## src/rtl/apb_slave_mux_wdog.sv

```systemverilog
// APB segment fan-out: decodes one master onto up to 16 slaves and merges the
// responses, with a wait-state watchdog that aborts transfers to stalled slaves.
module apb_slave_mux_wdog #(
    parameter int unsigned NUM_PORTS       = 16,
    parameter logic [15:0] PORT_EN         = 16'hFFFF,
    parameter int unsigned DATA_W          = 32,
    parameter int unsigned TIMEOUT_CYCLES  = 255,
    parameter bit          ERR_ON_UNMAPPED = 1'b1
) (
    input  logic                        PCLK,
    input  logic                        PRESETn,
    input  logic [3:0]                  DECODE4BIT,
    input  logic                        PSEL,
    input  logic                        PENABLE,
    output logic [NUM_PORTS-1:0]        PSELx,
    input  logic [NUM_PORTS-1:0]        PREADYx,
    input  logic [NUM_PORTS*DATA_W-1:0] PRDATAx,
    input  logic [NUM_PORTS-1:0]        PSLVERRx,
    output logic                        PREADY,
    output logic [DATA_W-1:0]           PRDATA,
    output logic                        PSLVERR,
    output logic                        TIMEOUT_EVT,
    output logic [3:0]                  TIMEOUT_ID,
    output logic                        TIMEOUT_FLAG,
    input  logic                        TIMEOUT_CLR
);

    localparam int unsigned CNT_W   = 16;
    localparam bit          WDOG_EN = (TIMEOUT_CYCLES != 0);
    localparam int unsigned CNT_MAX = WDOG_EN ? TIMEOUT_CYCLES - 1 : 0;

    typedef enum logic [1:0] {IDLE, ACCESS, ABORT} state_t;

    state_t             state, state_nxt;
    logic [CNT_W-1:0]   cnt;
    logic [3:0]         acc_id;
    logic [15:0]        map_pad, rdy_pad, err_pad, sel_onehot;
    logic [DATA_W-1:0]  port_data [16];
    logic               sel_mapped, sel_ready, sel_err;
    logic [DATA_W-1:0]  sel_data;
    logic               wait_expired;

    // Pad per-port inputs to a full 16-entry table so the 4-bit decode indexes it directly
    for (genvar g = 0; g < 16; g++) begin : g_pad
        if (g < NUM_PORTS) begin : g_real
            assign port_data[g] = PRDATAx[g*DATA_W +: DATA_W];
            assign rdy_pad[g]   = PREADYx[g];
            assign err_pad[g]   = PSLVERRx[g];
            assign map_pad[g]   = PORT_EN[g];
        end else begin : g_absent
            assign port_data[g] = '0;
            assign rdy_pad[g]   = 1'b0;
            assign err_pad[g]   = 1'b0;
            assign map_pad[g]   = 1'b0;
        end
    end

    assign sel_mapped   = map_pad[DECODE4BIT];
    assign sel_ready    = rdy_pad[DECODE4BIT];
    assign sel_err      = err_pad[DECODE4BIT];
    assign sel_data     = port_data[DECODE4BIT];
    assign sel_onehot   = 16'd1 << DECODE4BIT;
    assign wait_expired = ({1'b0, cnt} + 17'd1) >= 17'(CNT_MAX);

    // State register
    always_ff @(posedge PCLK or negedge PRESETn) begin
        if (!PRESETn) state <= IDLE;
        else          state <= state_nxt;
    end

    // Next-state: a decode change mid-wait is a protocol violation and simply drops the transfer
    always_comb begin
        state_nxt = state;
        case (state)
            IDLE: begin
                if (WDOG_EN && PSEL && PENABLE && sel_mapped && !sel_ready)
                    state_nxt = ACCESS;
            end
            ACCESS: begin
                if (!PSEL || (DECODE4BIT != acc_id) || sel_ready) state_nxt = IDLE;
                else if (wait_expired)                            state_nxt = ABORT;
            end
            ABORT:   state_nxt = IDLE;
            default: state_nxt = IDLE;
        endcase
    end

    // Wait counter, transfer id and sticky abort status
    always_ff @(posedge PCLK or negedge PRESETn) begin
        if (!PRESETn) begin
            cnt          <= '0;
            acc_id       <= '0;
            TIMEOUT_ID   <= '0;
            TIMEOUT_FLAG <= 1'b0;
        end else begin
            if (state_nxt == IDLE)
                cnt <= '0;
            else if (state == ACCESS && !sel_ready && cnt < CNT_W'(CNT_MAX))
                cnt <= cnt + CNT_W'(1);

            if (state == IDLE && state_nxt == ACCESS) acc_id <= DECODE4BIT;
            if (state == ACCESS && state_nxt == ABORT) TIMEOUT_ID <= DECODE4BIT;

            // Set wins over clear for the whole abort window
            if (state_nxt == ABORT || state == ABORT) TIMEOUT_FLAG <= 1'b1;
            else if (TIMEOUT_CLR)                     TIMEOUT_FLAG <= 1'b0;
        end
    end

    // Merged response and per-port selects
    always_comb begin
        PSELx       = '0;
        PREADY      = 1'b1;
        PRDATA      = '0;
        PSLVERR     = 1'b0;
        TIMEOUT_EVT = 1'b0;
        if (WDOG_EN && state == ABORT) begin
            PSLVERR     = 1'b1;
            TIMEOUT_EVT = 1'b1;
        end else if (PSEL) begin
            if (sel_mapped) begin
                PSELx   = sel_onehot[NUM_PORTS-1:0];
                PREADY  = sel_ready;
                PRDATA  = sel_data;
                PSLVERR = sel_err;
            end else begin
                PSLVERR = ERR_ON_UNMAPPED & PENABLE;
            end
        end
    end

endmodule

```

## config.mk

```make
export PLATFORM = sky130hd
export DESIGN_NAME = apb_slave_mux_wdog
export DESIGN_NICKNAME = d
export VERILOG_FILES = /design/src/rtl/apb_slave_mux_wdog.sv
export SDC_FILE = /design/constraint.sdc
export NUM_CORES = 1
export LEC_CHECK = 0
export CAP_MARGIN = 30
export CORE_AREA = 2 2 240 242
export DETAILED_ROUTE_END_ITERATION = 16
export DIE_AREA = 0 0 242 244
export SYNTH_ARGS = -nofsm -noshare
export SYNTH_HDL_FRONTEND = slang
export SYNTH_SLANG_ARGS = --single-unit
```

## constraint.sdc

```tcl
create_clock -name PCLK -period 3.5 [get_ports PCLK]
set_input_delay 0.7 -clock PCLK [delete_from_list [all_inputs] [get_ports PCLK]]
set_output_delay 0.7 -clock PCLK [all_outputs]
set_load 0.01 [all_outputs]
```

# [Word-level counts from Yosys, hierarchy flattened]
# Memory sizes are Yosys's and may differ from the RTL's.
# Index checks and enable logic that the tools add are counted.
[word_totals] mem_count=1 output_inout_bits=56 wordCells=64 reg_bits=27 mem_bits_ro=16
[op_classes] bitwise_logic=1 n_shift=1 reduce_logical=16 order_cmp=4 mux=29 eq_ne=5 addsub=2
[mem_list] name="(no name shown)" depth=16 width=1 read_ports=1 rd_clocked_by_memory_dff=0 wr=0 line="58" source="assign sel_mapped = map_pad[DECODE4BIT];"
[ops] cell="32-bit 2-to-1 mux" count=5
[ops] cell="32-bit binary-select mux with 4-bit select" count=1
[ops] cell="16-bit 2-to-1 mux" count=5
[ops] cell="16-bit by 1-bit adder with 17-bit output, second input constant" count=1
[ops] cell="17-bit by 8-bit >= comparator with 1-bit output, second input constant" count=1
[ops] cell="16-bit by 1-bit adder with 16-bit output, second input constant" count=1
[ops] cell="16-bit by 8-bit < comparator with 1-bit output, second input constant" count=1
[ops] cell="1-bit by 4-bit left shift with 16-bit output, first input constant" count=1
[ops] cell="1-bit 2-to-1 mux" count=12
[ops] cell="1-bit binary-select mux with 4-bit select" count=2
[ops] cell="1-bit logical AND" count=7
[ops] cell="2-bit 2-to-1 mux" count=3
[ops] cell="5-bit >= comparator, second input constant" count=1
[ops] cell="4-bit by 5-bit < comparator with 1-bit output, second input constant" count=1
[ops] cell="4-bit inverter with 5-bit output" count=1
[ops] cell="2-bit by 1-bit == test with 1-bit output, second input constant" count=2
[ops] cell="2-bit == test, second input constant" count=2
[ops] cell="2-bit zero test" count=2
[ops] cell="4-bit inequality test" count=1
[ops] cell="2-bit one-hot mux with 2 select lines" count=1
[ops] cell="2-bit nonzero test" count=2
[ops] cell="1-bit logical OR" count=3
[ops] cell="1-bit zero test" count=2

# [Longest topological paths before layout]
# Gate-level depths: netlist of run 1.
[depth] depth_word=9 depth_mapped=8 mapped_depth_nobuf=7

# [Least setup slack after synthesis of run 1]
# No wires, ideal clock.
[synth_timing] path_kind="in2out" start="input port DECODE4BIT[0]" end="output port PRDATA[0]" path_stages=5 t_arrival_ns=2.604 path_slack_ns=0.196 t_required_ns=2.800 path_cell_list="clkbuf_1 -> clkbuf_1 -> mux4_2 -> mux4_2 -> and3_1"
[synth_via] elab_chain_cells=7 word_cells_on_any_way=9 cone_classes="7 x mux; 1 x bitwise; 1 x memory"
[synth_rtl] item="start, declared" line="12" source="input logic [3:0] DECODE4BIT,"
[synth_rtl] item="4-bit inverter with 5-bit output (implied by the code)" line="61" source="assign sel_data = port_data[DECODE4BIT];"
[synth_rtl] item="32-bit binary-select mux with 4-bit select" line="61"
[synth_rtl] item="32-bit 2-to-1 mux (implied by the code) (2 in series)" line="61"
[synth_rtl] item="32-bit 2-to-1 mux *" line="121" source="if (sel_mapped) begin"
[synth_rtl] item="32-bit 2-to-1 mux *" line="120" source="end else if (PSEL) begin"
[synth_rtl] item="32-bit 2-to-1 mux *" line="117" source="if (WDOG_EN && state == ABORT) begin"
[synth_rtl] item="end, declared" line="20" source="output logic [DATA_W-1:0] PRDATA,"
# Mark *: on every way between the ends. The rest lies on a longest branch, timed or not. The select of a mux whose other input is x is not followed.

# [Worst setup path after layout of run 1]
[layout_timing] start="input port DECODE4BIT[0]" end="output port PRDATA[1]"
# The elaborated chain is that of the path after synthesis.

==> results of run 1 <==
-- registers in the layout, summed over array words and instances (netlist names) --
signal and flops:
cnt 16, TIMEOUT_ID 4, acc_id 4, state 2
TIMEOUT_FLAG 1
-- layout make-up --
| type | count | area [sq um] |
|---|---|---|
| antenna | 22 | 55.05 |
| clock buffer | 3 | 75.07 |
| clock inverter | 1 | 8.758 |
| fill | 6049 | 42630 |
| inverter | 6 | 22.52 |
| multi-input combinational | 338 | 4873 |
| sequential | 27 | 675.6 |
| tap | 756 | 945.9 |
| timing repair buffer | 679 | 6880 |
-- cells by family after synthesis --
logic type,Yosys count
and+or+nand+nor,124
adders and majority gates,2
buffers and inverters,58
muxes,182
AOI/OAI and AO/OA,16
DFF,27
xor gates and xnor gates,14
-- metal layers --
metal	global-route usage	wire, um
met1	0.1977	20190
met4	0.04375	1302
met2	0.2717	23750
met5	0	161
met3	0.08297	6211
-- per-stage QoR --
step                total power, uW  instance area [sq um]  instances  utilization
floorplan                     903.7                   5793        423            -
global placement               1861                  13220       1796       0.2353
finish                         2142                  13540       1832       0.2410
global route                   2249                  13500       1818       0.2404
CTS                            2157                  13360       1805       0.2379
detailed placement             1875                  13220       1796       0.2353
-- worst max path at each step --
stage             startpoint         end  slack (ns)  cells past startpoint
2_1_floorplan  DECODE4BIT[0]   PRDATA[0]        0.20                      5
3_3_place_gp   DECODE4BIT[0]  PRDATA[30]       -0.18                      7
3_5_place_dp   DECODE4BIT[0]  PRDATA[29]       -0.22                      7
4_1_cts        DECODE4BIT[0]   PRDATA[3]       -0.11                      6
5_1_grt        DECODE4BIT[0]   PRDATA[1]      -0.004                      7
6_report       DECODE4BIT[0]   PRDATA[1]        0.02                      7
-- power by group --
group | switching [uW] | internal [uW]
combinational | 479 | 1050
clock | 119 | 158
sequential | 10.1 | 327
total | 608 | 1530
-- synthesized netlist by cell type --
cell,n,area [sq um]
mux4_2,169,3806
and3_1,41,256.5
clkbuf_1,29,108.9
dfrtp_1,27,675.7
nor2_1,26,97.59
buf_2,14,70.07
nand2_1,14,52.55
nand3_1,11,55.05
nor3_1,10,50.05
buf_1,7,26.28
xnor2_1,7,61.31
xor2_1,7,61.31
inv_1,6,22.52
mux2_2,5,56.30
nand4_1,5,31.28
mux2_1,4,45.04
mux2i_1,4,40.04
a21oi_1,3,15.01
and2_1,3,18.77
nand2b_1,3,18.77
o211ai_1,3,22.52
o21ai_0,3,15.01
a31oi_1,2,12.51
ha_1,2,25.02
nor4_1,2,12.51
or3_1,2,12.51
a211oi_1,1,7.510
a21o_1,1,7.510
and3b_1,1,8.760
and4_1,1,8.760
buf_4,1,7.510
buf_6,1,11.26
nand3_4,1,17.52
nand3b_1,1,7.510
nand4b_1,1,8.760
nor4b_1,1,8.760
o2111ai_1,1,8.760
o22ai_1,1,6.260
o32ai_1,1,8.760
or2_2,1,6.260
-- repair_timing --
item | CTS | global route
cloned | 1 | 0
hold buffers | 0 | 0
endpoints found under the setup margin | 32 | 14
gates resized for setup | 30 | 18
setup buffers | 4 | 5
==> flow_summary.toml, run 1 <==
[detailed_routing]
wirelength_um = 51610
route.detailed.drc = 0
vias_per_cell = 4.110
final_antenna_net_count = 0
drt_iter0_drc = 380
firstDrtPassIters = 5
wl_per_cell_um = 28.17
num_vias = 7529

[logic_synthesis]
synth_nets = 978
yosysSeqAreaShare = 0.1166
synth_adder_area_share = 0.004320
netlist_instances = 423
syn-cell-area_sq_mm = 0.005793
synthXorXnorAreaFrac = 0.02117
ys_warn_count = 0
synth_cell_types = 40
synth_mux_area_frac = 0.6814
synth_top_family_by_area = "multiplexers"
synth-seq-cells = 27
synthSimpleGateAreaFrac = 0.1160
syn_area_per_cell_sq_um = 13.70
synth-compound-area-share = 0.01793

[sta]
tightest_slew_ns = 0.5818
finalSetupViolations = 0
finClkSkew_ns = 0.003001
setup_tns_ns = 0
min_period_ns = 3.483
holdWs_ns = 0.5138
fin_ws_ns = 0.01737
hold_violations = 0
drv_slew = 0
period_share = 0.9950
maxSlewHeadroom = 0.6104
max_freq_mhz = 287.1

[setup_path]
reg2reg_to = "TIMEOUT_ID[2]"
rr_startpoint = "cnt[0]"
crit_type = "input port to primary output"
critPathLaunchType = "input port"
path_common_cell = "mux4_2"
cpLargestDelayFamily = "multiplexers"
regToRegSetupSlack_ns = 0.67
path_buf_inv = 4
required_ns = 2.80
cp-end-kind = "primary output"
crit_path_max_fanout = 8
cp.arrival_ns = 2.78
slowest_stage = "mux4_2"
crit_chain = "buf_16 -> buf_12 -> buf_4 -> mux4_2 -> mux4_2 -> and3_1 -> dlygate4sd2_1"
ff2ff_path_depth = 7
slowest_delay_ns = 0.64

[finish]
layout_common_cells = "570 x clkdlybuf4s50_1, 169 x mux4_2, 49 x buf_4"
layout_commonest_cell = "clkdlybuf4s50_1"
area_delta_synth_final_pct = 133.7
nets = 1610
drive_gt1_frac = 0.2438

[die]
start_util = 0.1031
core_sq_mm = 0.05617
num_rows = 87
io_pins = 609
die_area_sq_mm = 0.05905
die_h_um = 244
die_width_um = 242

[cts]
clock_latency_ns = 0.27
clock-root-buffer = "clkbuf_16"
clkTransAtPathRegs_ns = 0.07
tritoncts.num_buffers = 3
cts_tree = "done"
cts_sinks = 27
cts_max_level = 1
cts_buffer_depth = 2

[placement]
dp_hpwl_um = 46310
io_buffers = 608
place_congestion = 0.9245
place_ws_ns = -0.2195

[worst_hold_path]
holdCritPathClass = "flop to flop"
hold-path-endpoint = "acc_id[2]"
whs_path_depth = 1
hold_path_startpoint = "acc_id[2]"

[global_route]
grt_pass1_wl_um = 67970
grt_pass1_vias = 8146
antenna_found_initial = 60
grtUsageTotal = 0.1680
overflow = 0
grt_start_max_net_pins = 31

[power]
power.leakage_uw = 0.005014
ir_drop_uv = 198.0
power_density_mw_per_mm2 = 158.3

[outcome]
status = "completed"

[run]
drv_cap = 0
No activity file was read; power rests on OpenSTA's default activity.
==> run 2, diff against run 1 <==
- HOLD_SLACK_MARGIN: unset -> 0.06
==> results of run 2 <==
The final DEF is identical to that of run 1; final timing and power are the same.
